$ cat config.mk
export PLATFORM = sky130hd
export DESIGN_NAME = wb_pipe
export DESIGN_NICKNAME = d
export VERILOG_FILES = /design/src/rtl/wb_pipe.sv
export SDC_FILE = /design/constraint.sdc
export NUM_CORES = 1
export LEC_CHECK = 0
export BUFFER_PORTS_ARGS = -buffer_cell sky130_fd_sc_hd__buf_2
export CORE_ASPECT_RATIO = 2
export CORE_MARGIN = 2
export CORE_UTILIZATION = 30
export CTS_CLUSTER_DIAMETER = 60
export DETAILED_ROUTE_END_ITERATION = 10
export PLACE_DENSITY = 0.51
export SETUP_SLACK_MARGIN = 0.02
export SLEW_MARGIN = 20
export SYNTH_ARGS = -nofsm -noshare
export SYNTH_HDL_FRONTEND = slang
export SYNTH_SLANG_ARGS = --single-unit
$ cat constraint.sdc
create_clock -name clk -period 6 [get_ports clk]
set_clock_uncertainty 0.15 [all_clocks]
set_input_delay 0 -clock clk [delete_from_list [all_inputs] [get_ports clk]]
set_output_delay 0 -clock clk [all_outputs]
set_load 0.01 [all_outputs]
$ cat src/rtl/wb_pipe.sv
`default_nettype none
// ============================================================================
//  Module      : wb_pipe
//  Description : EX/MEM and MEM/WB write-back pipeline stages with
//                stall/flush control, EX/MEM/WB-to-decode operand
//                forwarding and a count of committed register writes.
//  Revision    : 1.0 - initial release
// ============================================================================
module wb_pipe #(
  parameter int FWD_EN = 1
) (
  input  logic        clk,
  input  logic        rst,

  // Result leaving the EX stage
  input  logic [4:0]  ex_wd_i,
  input  logic        ex_wreg_i,
  input  logic [31:0] ex_wdata_i,

  // Pipeline control
  input  logic [1:0]  stall_i,
  input  logic        flush_i,

  // Decode read ports looking for forwarded operands
  input  logic        rd1_en_i,
  input  logic [4:0]  rd1_addr_i,
  input  logic        rd2_en_i,
  input  logic [4:0]  rd2_addr_i,

  // Register-file write port
  output logic        wb_we_o,
  output logic [4:0]  wb_waddr_o,
  output logic [31:0] wb_wdata_o,

  // Forwarded operands
  output logic        fwd1_hit_o,
  output logic [31:0] fwd1_data_o,
  output logic        fwd2_hit_o,
  output logic [31:0] fwd2_data_o,

  // Committed-write counter
  output logic [31:0] retire_cnt_o
);

  // --------------------------------------------------------------------------
  // Stage update action, decoded once from flush/stall and shared by both
  // stages so their behaviour can never disagree.
  // --------------------------------------------------------------------------
  typedef enum logic [1:0] {
    OP_ADVANCE = 2'd0,  // em <= ex, mw <= em
    OP_BUBBLE  = 2'd1,  // em held, mw <= bubble
    OP_HOLD    = 2'd2,  // both held
    OP_CLEAR   = 2'd3   // both loaded with bubbles
  } stage_op_e;

  stage_op_e op_w;

  // EX/MEM stage
  logic        em_we_q,    em_we_d;
  logic [4:0]  em_waddr_q, em_waddr_d;
  logic [31:0] em_wdata_q, em_wdata_d;

  // MEM/WB stage
  logic        mw_we_q,    mw_we_d;
  logic [4:0]  mw_waddr_q, mw_waddr_d;
  logic [31:0] mw_wdata_q, mw_wdata_d;

  // Commit counter
  logic [31:0] retire_cnt_q, retire_cnt_d;

  // Entry coming from EX, with writes to register 0 neutralised on entry
  logic        ex_we_w;

  // Flush outranks any stall; stall bit1 freezes the whole block.
  always_comb begin
    op_w = OP_ADVANCE;
    if (flush_i) begin
      op_w = OP_CLEAR;
    end else if (stall_i[1]) begin
      op_w = OP_HOLD;
    end else if (stall_i[0]) begin
      op_w = OP_BUBBLE;
    end
  end

  assign ex_we_w = ex_wreg_i && (ex_wd_i != 5'd0);

  // Next-state for both stages from the decoded action.
  always_comb begin
    em_we_d    = em_we_q;
    em_waddr_d = em_waddr_q;
    em_wdata_d = em_wdata_q;
    mw_we_d    = mw_we_q;
    mw_waddr_d = mw_waddr_q;
    mw_wdata_d = mw_wdata_q;
    case (op_w)
      OP_ADVANCE: begin
        em_we_d    = ex_we_w;
        em_waddr_d = ex_wd_i;
        em_wdata_d = ex_wdata_i;
        mw_we_d    = em_we_q;
        mw_waddr_d = em_waddr_q;
        mw_wdata_d = em_wdata_q;
      end
      OP_BUBBLE: begin
        mw_we_d    = 1'b0;
        mw_waddr_d = 5'd0;
        mw_wdata_d = 32'd0;
      end
      OP_HOLD: begin
        // keep both stages as they are
      end
      OP_CLEAR: begin
        em_we_d    = 1'b0;
        em_waddr_d = 5'd0;
        em_wdata_d = 32'd0;
        mw_we_d    = 1'b0;
        mw_waddr_d = 5'd0;
        mw_wdata_d = 32'd0;
      end
      default: begin
        em_we_d    = 1'b0;
        em_waddr_d = 5'd0;
        em_wdata_d = 32'd0;
        mw_we_d    = 1'b0;
        mw_waddr_d = 5'd0;
        mw_wdata_d = 32'd0;
      end
    endcase
  end

  // A write in MEM/WB commits once; while the block is frozen the same
  // write is presented again and must not be counted again. Wraps freely.
  always_comb begin
    retire_cnt_d = retire_cnt_q;
    if (mw_we_q && !stall_i[1]) begin
      retire_cnt_d = retire_cnt_q + 32'd1;
    end
  end

  // Stage and counter registers; reset outranks flush and stall.
  always_ff @(posedge clk) begin
    if (rst) begin
      em_we_q      <= 1'b0;
      em_waddr_q   <= 5'd0;
      em_wdata_q   <= 32'd0;
      mw_we_q      <= 1'b0;
      mw_waddr_q   <= 5'd0;
      mw_wdata_q   <= 32'd0;
      retire_cnt_q <= 32'd0;
    end else begin
      em_we_q      <= em_we_d;
      em_waddr_q   <= em_waddr_d;
      em_wdata_q   <= em_wdata_d;
      mw_we_q      <= mw_we_d;
      mw_waddr_q   <= mw_waddr_d;
      mw_wdata_q   <= mw_wdata_d;
      retire_cnt_q <= retire_cnt_d;
    end
  end

  // Register-file port comes straight from flops.
  assign wb_we_o      = mw_we_q;
  assign wb_waddr_o   = mw_waddr_q;
  assign wb_wdata_o   = mw_wdata_q;
  assign retire_cnt_o = retire_cnt_q;

  // --------------------------------------------------------------------------
  // Forwarding. Both read ports share one lookup structure; the youngest
  // producer wins (EX input, then EX/MEM, then MEM/WB). Stage contents are
  // used as registered, regardless of this cycle's stall or flush.
  // --------------------------------------------------------------------------
  logic        rd_en_w   [2];
  logic [4:0]  rd_addr_w [2];
  logic        fwd_hit_w [2];
  logic [31:0] fwd_data_w[2];

  assign rd_en_w[0]   = rd1_en_i;
  assign rd_en_w[1]   = rd2_en_i;
  assign rd_addr_w[0] = rd1_addr_i;
  assign rd_addr_w[1] = rd2_addr_i;

  for (genvar p = 0; p < 2; p++) begin : g_port
    if (FWD_EN != 0) begin : g_fwd_on
      logic ex_match_w;
      logic em_match_w;
      logic mw_match_w;

      assign ex_match_w = ex_wreg_i && (ex_wd_i    == rd_addr_w[p]);
      assign em_match_w = em_we_q   && (em_waddr_q == rd_addr_w[p]);
      assign mw_match_w = mw_we_q   && (mw_waddr_q == rd_addr_w[p]);

      // Priority select of the youngest matching producer.
      always_comb begin
        fwd_hit_w[p]  = 1'b0;
        fwd_data_w[p] = 32'd0;
        if (rd_en_w[p] && (rd_addr_w[p] != 5'd0)) begin
          if (ex_match_w) begin
            fwd_hit_w[p]  = 1'b1;
            fwd_data_w[p] = ex_wdata_i;
          end else if (em_match_w) begin
            fwd_hit_w[p]  = 1'b1;
            fwd_data_w[p] = em_wdata_q;
          end else if (mw_match_w) begin
            fwd_hit_w[p]  = 1'b1;
            fwd_data_w[p] = mw_wdata_q;
          end
        end
      end
    end else begin : g_fwd_off
      assign fwd_hit_w[p]  = 1'b0;
      assign fwd_data_w[p] = 32'd0;
    end
  end

  assign fwd1_hit_o  = fwd_hit_w[0];
  assign fwd1_data_o = fwd_data_w[0];
  assign fwd2_hit_o  = fwd_hit_w[1];
  assign fwd2_data_o = fwd_data_w[1];

endmodule
`default_nettype wire

# Yosys cells after proc, flatten, opt, wreduce, memory -nomap -nowiden
# Cells that the tools add are included.
# op_classes
bitwise	0
eq_ne	8
div_mod_pow	0
n_addsub	1
n_mux	25
multipliers	0
reduce_logical	18
shift	0
magnitude_cmp	0
# op_table
cell	count
32-bit 2-to-1 mux	8
32-bit case mux with 2 select lines	2
32-bit by 1-bit adder with 32-bit output (second input constant)	1
5-bit == test	6
5-bit case mux with 2 select lines	2
5-bit nonzero test	3
1-bit logical AND	10
1-bit 2-to-1 mux	9
2-bit 2-to-1 mux	2
1-bit case mux with 2 select lines	2
2-bit nonzero test	2
2-bit by 1-bit == test with 1-bit output (second input constant)	1
2-bit == test (second input constant)	1
2-bit logical NOT	1
2-bit OR reduction	1
1-bit logical NOT	1
# totals
in_bits	55
ram_bits	0
mem_bits_ro	0
output_inout_bits	136
wordCells	59
latch_bits	0
regBits	108
n_memories	0

# Depth between registers and ports, before layout
# Gate-level depths: netlist of run 1.
# logic_depth
ltp_word	6
ltp_mapped	10
ltp_nobuf	7

# Worst setup path before layout of run 1
# No wires, ideal clock.
# synth_timing
path_kind	flip-flop to flip-flop
startpoint	register retire_cnt_q[0] (netlist: retire_cnt_o[0])
endpoint	register retire_cnt_q[26] (netlist: retire_cnt_o[26])
path_buffers	2
path_slack_ps	3853
setup_ps	121
path_stages_with_launch	8
required_ps	5729
arrival_ps	1877
synth_period_minus_slack_ps	2147
cell_sequence	dfxtp_1 -> ha_1 -> and3b_1 -> clkbuf_1 -> nand4_1 -> clkbuf_1 -> nor3_1 -> mux2_2
# synth_between
elab_chain_cells	1
# synth_lines
item	line_no	source
from (decl)	69	logic [31:0] retire_cnt_q, retire_cnt_d;
from (signal assigned)	158	retire_cnt_q <= retire_cnt_d;
32-bit by 1-bit adder with 32-bit output	137	retire_cnt_d = retire_cnt_q + 32'd1;
# Every way passes these cells.
# A chain may end at the register's enable or synchronous reset.

# Worst setup path after layout of run 1
# layout_timing
startpoint	input port stall_i[1]
endpoint	register em_we_q
# layout_between
elab_chain_cells	4
elab_cells_between_ends	6
cone_classes	eq/ne (1); mux (3); reduce/logical (2)
# layout_lines
item	line_no	source
from (decl)	21	input logic [1:0] stall_i,
2-bit 2-to-1 mux *	79	end else if (stall_i[1]) begin
2-bit 2-to-1 mux *	77	if (flush_i) begin
2-bit == test / 2-bit logical NOT (equally long branches)	96	case (op_w)
1-bit case mux with 2 select lines / 2-bit nonzero test (equally long branches)	n/a	
to (signal assigned)	152	em_we_q <= em_we_d;
to (decl)	59	logic em_we_q, em_we_d;
# Mark *: on every way between the ends. The rest lies on a longest branch, timed or not.

==> results of run 1 <==
[worst min path at each step]
| stage | start | endpoint | slack [ns] | cells past startpoint |
|---|---|---|---|---|
| 3_3_place_gp | ex_wdata_i[22] | em_wdata_q[22] | 0.12 | 3 |
| 4_1_cts | flush_i | em_waddr_q[3] | 0.18 | 5 |
| 6_report | flush_i | em_waddr_q[3] | 0.17 | 5 |
| 2_1_floorplan | ex_wdata_i[0] | em_wdata_q[0] | -0.01 | 2 |
| 3_5_place_dp | ex_wdata_i[17] | em_wdata_q[17] | 0.13 | 3 |
| 5_1_grt | flush_i | wb_wdata_o[25] | 0.21 | 5 |
[kinds of logic (layout without fill, tap and decap cells)]
family | Yosys count | after routing | share of synthesized area
simple gates | 358 | 358 | 0.276
compound gates | 298 | 298 | 0.283
buf+inv | 122 | 267 | 0.0680
flops | 108 | 108 | 0.303
xor+xnor | 39 | 39 | 0.0479
mux | 11 | 11 | 0.0172
fa+ha+maj | 3 | 3 | 0.00526
[final cells by class]
type,instances,share of cell area
Inverter,10,0.00424
Timing Repair Buffer,243,0.165
Clock inverter,2,0.00141
Clock buffer,12,0.0279
Tap cell,283,0.0400
Sequential cell,108,0.244
Multi-Input combinational cell,709,0.517
[Yosys cell counts, types with 25 or more instances]
library cell | count | share of area
or3_1 | 67 | 0.059
nor2b_1 | 47 | 0.041
o2111ai_1 | 62 | 0.076
nor2_1 | 59 | 0.031
nand2_1 | 78 | 0.041
xnor2_1 | 25 | 0.031
clkbuf_1 | 99 | 0.052
dfxtp_1 | 108 | 0.30
o31ai_1 | 70 | 0.074
a21oi_1 | 89 | 0.062
a31oi_1 | 62 | 0.054
nand3b_1 | 39 | 0.041
[report_power, final]
group	leakage (nW)	switching (mW)	internal [mW]
Sequential	0.875	0.0237	0.736
Combinational	2.11	0.198	0.101
Clock	0.125	0.268	0.289
Total	3.11	0.490	1.13
[through the flow]
stage	cell area, um^2	total power, mW	worst slack (ns)	util	hold WS (ns)
6_report	8850	1.61	2.10	0.379	0.171
5_1_grt	8850	1.68	1.83	0.379	0.209
4_1_cts	8850	1.63	2.02	0.379	0.178
3_5_place_dp	8160	1.05	2.74	0.350	0.125
3_3_place_gp	8160	1.05	2.81	0.350	0.115
2_1_floorplan	7130	0.935	3.85	-	-0.0109
[flip-flops by register name, indices dropped and copies added, names as in the netlist]
name,flops
em_wdata_q,32
retire_cnt_o,32
wb_wdata_o,32
em_waddr_q,5
wb_waddr_o,5
em_we_q,1
wb_we_o,1
[critical path, cell delays in order]
cell and delay, ns:
dlygate4sd3_1 0.52, buf_2 0.13, inv_1 0.07, a21oi_4 0.13
buf_4 0.45, ha_2 0.83, nor2b_4 0.95, o211ai_1 0.17
dlygate4sd3_1 0.60, a21oi_1 0.14
[metal layers]
| layer | up-vias | track usage |
|---|---|---|
| met5 | - | 0 |
| met4 | 0 | 0.113 |
| met3 | 75 | 0.0353 |
| met2 | 330 | 0.415 |
| met1 | 3777 | 0.241 |
| li1 | 3795 | - |
==> impl_metrics.json, run 1 <==
{
  "r2r-start": "retire_cnt_o[0]",
  "multiInputGateArea_mm2": 0.00458,
  "diodes": 0,
  "drive_gt1_frac": 0.228,
  "worst-setup-path-type": "primary input to flip-flop",
  "grt_pass1_vias": 7964,
  "final_common_cell": "buf_2",
  "setup_viol": 0,
  "drtIter0Drc": 626,
  "clk_path_buf_depth": 2,
  "met2WireLength_um": 15600,
  "gp_congestion": 0.827,
  "fp.dieH_um": 222,
  "crit_path_max_fanout": 40,
  "max_freq_mhz": 256,
  "synth_area_per_cell_um2": 7.60,
  "cts_setup_buffers": 0,
  "wl_per_cell_um": 21.4,
  "numCtsBuffers": 9,
  "tritoncts": "built",
  "area_growth_pct": 24.0,
  "netlist_area_mm2": 0.00713,
  "cp_data_arrival_time_ns": 4.02,
  "cp-endpoint": "em_we_q",
  "ant_nets": 0,
  "cap_violations": 0,
  "ios": 191,
  "setup_tns_ns": 0,
  "synth_edf_count": 0,
  "yosysSeqAreaShare": 0.303,
  "startpoint": "stall_i[1]",
  "r2r_cells": 5,
  "portBuffers": 190,
  "syn_inst": 939,
  "nets": 1139,
  "die_area_mm2": 0.0251,
  "cts_root_buf": "clkbuf_16",
  "cp.required_ns": 6.11,
  "slew-limit-headroom": 0.282,
  "ir_drop_v": 0.000117,
  "reg2reg_slack_ns": 3.43,
  "clock_sinks": 108,
  "grt_setup_unrepaired": "false",
  "seq_area_mm2": 0.00216,
  "wirelength_um": 29200,
  "clk_pin_slew_ns": 0.07,
  "clock_latency_ns": 0.35,
  "yosys_warnings": 0,
  "ys_types": 44,
  "cts.repair.resized": 0,
  "dr_total_vias": 7977,
  "period_share": 0.651,
  "htree_levels": 3,
  "final_cells": 1367,
  "core-area_mm2": 0.0233,
  "worstSetupEndpointType": "flip-flop",
  "final_cell_mix": "buf_2, dfxtp_1, a21oi_1",
  "overflow": 0,
  "ys_ff_latch": 108,
  "ys_async_sr_fraction": 0,
  "firstDrtPassIters": 8,
  "grt_max_degree": 97,
  "grt_use_total": 0.224,
  "slew_viol_final": 0,
  "cts-hold-fix-buffers": 43,
  "grt_pass1_wl_um": 44600,
  "report.final.hold_viol_count": 0,
  "synth_flop_cell": "dfxtp_1",
  "outcome": "finished, violations left",
  "drc": 11,
  "hpwl_um": 18600,
  "filler_cell_count": 2483,
  "r2r_end": "retire_cnt_o[20]",
  "powerDensity_mw_per_mm2": 183,
  "fin_crit_ns": 3.90,
  "cp-start-kind": "primary input",
  "hold_path.class": "primary input to flip-flop",
  "leakagePower_nw": 3.11,
  "antenna_found_initial": 0,
  "floorplan.initialDensity": 0.306,
  "wl_met3_um": 1700,
  "violations": "DRC",
  "dp.cells": 1310,
  "die_x_um": 113,
  "syn_nets": 997,
  "highest_layer": "met4",
  "wl_met1_um": 10900,
  "tightest_slew_ns": 1.08,
  "num_rows": 79,
  "viasPerCell": 5.84
}
(Power assumes the default switching activity.)
==> run 2, diff against run 1 <==
- PLACE_DENSITY: 0.51 -> 0.53
- clock period: 6 -> 3.2 ns (I/O delays scaled with it)
==> impl_metrics.json, run 2 (synthesis results as in run 1) <==
{
  "outcome": "finished, violations left",
  "violations": "DRC",
  "numCtsBuffers": 9,
  "floorplan.initialDensity": 0.306,
  "dr_total_vias": 8043,
  "ios": 191,
  "drtIter0Drc": 484,
  "powerDensity_mw_per_mm2": 357,
  "cp-start-kind": "primary input",
  "post-route-util": 0.386,
  "filler_cell_count": 2517,
  "setup_tns_ns": 0,
  "cp.required_ns": 3.33,
  "worst-setup-path-type": "primary input to flip-flop",
  "tritoncts": "built",
  "grt_pass1_vias": 8181,
  "overflow": 0,
  "gp_congestion": 0.835,
  "hold_path.class": "primary input to flip-flop",
  "slew-limit-headroom": 0.405,
  "grt_use_total": 0.227,
  "viasPerCell": 5.83,
  "wirelength_um": 29200,
  "die_area_mm2": 0.0251,
  "clock_latency_ns": 0.36,
  "grt_pass1_wl_um": 45200,
  "wl_per_cell_um": 21.2,
  "nets": 1148,
  "report.final.hold_viol_count": 0,
  "r2r_cells": 4,
  "slew_viol_final": 0,
  "core-area_mm2": 0.0233,
  "portBuffers": 190,
  "antenna_found_initial": 1,
  "firstDrtPassIters": 8,
  "leakagePower_nw": 3.19,
  "ant_nets": 0,
  "num_rows": 79,
  "r2r_end": "retire_cnt_o[31]",
  "area_growth_pct": 26.2,
  "clock_sinks": 108,
  "clk_pin_slew_ns": 0.07,
  "fp.dieH_um": 222,
  "final_cell_mix": "buf_2, dfxtp_1, a21oi_1",
  "crit_path_max_fanout": 19,
  "place_ws_ns": 0.999,
  "cap_violations": 0,
  "ir_drop_v": 0.000248,
  "clk_path_buf_depth": 2,
  "reg2reg_slack_ns": 0.96,
  "die_x_um": 113,
  "max_freq_mhz": 357,
  "final_common_cell": "buf_2",
  "period_share": 0.875,
  "fin_crit_ns": 2.80,
  "cp_data_arrival_time_ns": 2.94,
  "tightest_slew_ns": 0.893,
  "grt_setup_unrepaired": "false",
  "htree_levels": 3,
  "cp-endpoint": "em_we_q",
  "finalPower_mw": 3.22,
  "drive_gt1_frac": 0.239,
  "cts_root_buf": "clkbuf_16",
  "hpwl_um": 19200,
  "drc": 13,
  "startpoint": "stall_i[1]",
  "setup_viol": 0,
  "cts.repair.resized": 0,
  "fin_ws_ns": 0.399,
  "worstSetupEndpointType": "flip-flop",
  "r2r-start": "retire_cnt_o[13]",
  "grt_max_degree": 66
}
==> run 2: area by class of cell <==
type                       instances  area [um^2]  area share
inverter                          10         37.5     0.00417
sequential                       108         2160       0.240
clock buffer                      10          229      0.0254
tap                              283          354      0.0393
clock inverter                     6         86.3     0.00959
timing repair buffer             252         1560       0.173
multi-input combinational        709         4580       0.508
antenna                            1         2.50    0.000278
==> run 2: how the worst min path moves through the flow <==
stage	startpoint	cells past startpoint	to	slack [ns]
6_report	rst	2	em_wdata_q[6]	0.02
5_1_grt	rst	2	em_wdata_q[8]	0.05
4_1_cts	rst	2	em_wdata_q[1]	0.01
3_5_place_dp	ex_wdata_i[3]	3	em_wdata_q[3]	0.12
3_3_place_gp	ex_wdata_i[3]	3	em_wdata_q[3]	0.11
2_1_floorplan	ex_wdata_i[0]	2	em_wdata_q[0]	-0.01
==> run 2: worst max-delay path, cell delays in order <==
cell and delay (ns):
dlygate4sd3_1 0.53, buf_2 0.14, or2_2 0.33, ha_2 0.60
nor2b_4 0.23, buf_4 0.26, o211ai_1 0.12, dlygate4sd3_1 0.57
a21oi_1 0.15
==> run 2: metrics by stage <==
step	cells	hold slack [ns]	area [um^2]
after global placement	1322	0.115	8290
after global routing	1379	0.0521	9000
final	1379	0.0188	9000
after floorplan	939	-0.0109	7130
after detailed placement	1322	0.122	8290
after CTS	1378	0.0141	9000
==> run 2: per-layer routing <==
layer	up-vias	track usage	wire [um]
li1	3815	-	-
met1	3861	0.235	10600
met2	289	0.424	15900
met3	78	0.0383	1520
met4	0	0.125	1150
met5	-	0	0
==> run 2: timing repair <==
item                                   CTS  global route
hold buffers                            40             0
endpoints found under the hold margin   41             0
setup buffers                            0             0
==> run 2: power by group <==
group          switching [mW]  internal, mW
Clock                   0.524         0.687
Sequential             0.0394          1.38
Combinational           0.385         0.204
==> run 3, diff against run 2 <==
- ABC_AREA: not set -> 1
- GPL_ROUTABILITY_DRIVEN: not set -> 0
==> impl_metrics.json, run 3 <==
{
  "clk_pin_slew_ns": 0.08,
  "multiInputGateArea_mm2": 0.00436,
  "drtIter0Drc": 500,
  "worst-setup-path-type": "primary input to output pin",
  "syn_inst": 1268,
  "dr_total_vias": 8780,
  "synth_top_area_frac": 0.297,
  "tritoncts": "built",
  "syn_nets": 1326,
  "slew-limit-headroom": 0.324,
  "cap_violations": 0,
  "clock_sinks": 108,
  "yosysSeqAreaShare": 0.297,
  "path_buf_inv": 6,
  "cts-hold-fix-buffers": 38,
  "htree_levels": 3,
  "final_cell_mix": "nand2_1, buf_2, nor2_1",
  "filler_cell_count": 2690,
  "portBuffers": 190,
  "numCtsBuffers": 9,
  "final_common_cell": "nand2_1",
  "cp-start-kind": "primary input",
  "slowest_delay_ns": 0.54,
  "grt_pass1_wl_um": 45500,
  "grt_setup_unrepaired": "false",
  "drc": 0,
  "ys_async_sr_fraction": 0,
  "synth_top_cells_by_area": "dfxtp_1, nand2_1, nor2_1",
  "ios": 191,
  "yosys_warnings": 0,
  "area_growth_pct": 24.4,
  "post-route-util": 0.380,
  "floorplan.initialDensity": 0.306,
  "synth_area_per_cell_um2": 5.74,
  "grt_pass1_vias": 8562,
  "clock_latency_ns": 0.36,
  "outcome": "complete, no violations",
  "timing.hold.ws_ns": 0.0459,
  "antenna_found_initial": 0,
  "overflow": 0,
  "ant_nets": 0,
  "drive_gt1_frac": 0.179,
  "tightest_slew_ns": 1.01,
  "report.final.hold_viol_count": 0,
  "grt_max_degree": 77,
  "hold_path.class": "primary input to flip-flop",
  "ys_types": 31,
  "die_area_mm2": 0.0256,
  "seq_area_mm2": 0.00216,
  "setup_viol": 0,
  "netlist_area_mm2": 0.00728,
  "synth_top_area_cell": "dfxtp_1",
  "max_freq_mhz": 388,
  "ir_drop_v": 0.000220,
  "core-area_mm2": 0.0238,
  "synth_flop_cell": "dfxtp_1",
  "viasPerCell": 5.06,
  "wl_per_cell_um": 16.6,
  "cts_root_buf": "clkbuf_16",
  "hpwl_um": 20300,
  "slew_viol_final": 0,
  "crit_family": "buffers and inverters",
  "clk_path_buf_depth": 2,
  "fp.dieH_um": 224,
  "powerDensity_mw_per_mm2": 361,
  "crit_chain": "dlygate4sd3_1, buf_2, inv_1, nor2_1, nor2_1, nand3_1, inv_2, buf_12, nor2_1, nor2_1, buf_2",
  "cts_setup_buffers": 0,
  "grt_use_total": 0.225,
  "leakagePower_nw": 4.17,
  "die_x_um": 114,
  "num_rows": 80,
  "finalPower_mw": 3.27,
  "crit_path_max_fanout": 34,
  "slowest_stage": "dlygate4sd3_1",
  "wirelength_um": 28800,
  "worstSetupEndpointType": "output pin",
  "firstDrtPassIters": 5,
  "diodes": 0,
  "nets": 1501,
  "synth_most_common_cell": "nand2_1",
  "ys_ff_latch": 108,
  "cp.required_ns": 3.05,
  "cp_data_arrival_time_ns": 2.43,
  "synth_edf_count": 0,
  "crit_top_cell": "nor2_1",
  "period_share": 0.805,
  "synthTopCellsByCount": "nand2_1, nor2_1, dfxtp_1, a21oi_1, inv_1",
  "cts.repair.resized": 0,
  "fin_crit_ns": 2.58,
  "setup_tns_ns": 0
}
==> run 3: cell families after synthesis <==
family,synth area share
fa+ha+maj,0.00516
xor+xnor,0.00120
flops,0.297
compound gates,0.108
simple gates,0.482
buf+inv,0.107
==> run 3: area by class of cell <==
class                           instances  share of cell area
Timing Repair Buffer                  243               0.162
Clock buffer                            9              0.0249
Multi-Input combinational cell        977               0.482
Sequential cell                       108               0.239
Clock inverter                          7             0.00926
Tap cell                              287              0.0396
Inverter                              104              0.0435
==> run 3: path summary, 6_finish.rpt <==
kind              startpoint          endpoint  slack, ns  depth (start not counted)
max               ex_wd_i[0]    fwd1_data_o[0]       0.62                         11
min                      rst   retire_cnt_o[2]       0.05                          4
max reg2reg  retire_cnt_o[5]  retire_cnt_o[27]       1.27                          7
min reg2reg  retire_cnt_o[6]   retire_cnt_o[6]       0.32                          2
==> run 3: through the flow <==
stage	setup slack (ns)	cells	cell area [um^2]
2_1_floorplan	1.38	1268	7280
3_3_place_gp	1.06	1681	8360
3_5_place_dp	1.03	1681	8370
4_1_cts	0.629	1735	9060
5_1_grt	0.456	1735	9060
6_report	0.624	1735	9060
==> run 3: worst register-to-register path, cell delays in order (launching register included) <==
cell and delay, ns:
dfxtp_1 0.38, nand2_1 0.13, nor2_1 0.34, nand4_1 0.29, nor2_1 0.31, nand3_1 0.11, nand2_1 0.07, nor2_1 0.04
==> run 3: metal layers <==
layer	vias up	track usage	routed length [um]	share of wire
met5	-	0	0	0
met4	0	0.108	1300	0.045
met3	67	0.0305	1240	0.043
met2	273	0.433	15600	0.54
met1	4030	0.233	10700	0.37
li1	4410	-	-	-
==> run 3: report_power, final <==
| group | internal (mW) | leakage, nW | switching, mW |
|---|---|---|---|
| sequential | 1.40 | 0.880 | 0.0681 |
| clock | 0.566 | 0.152 | 0.605 |
| combinational | 0.202 | 3.14 | 0.424 |
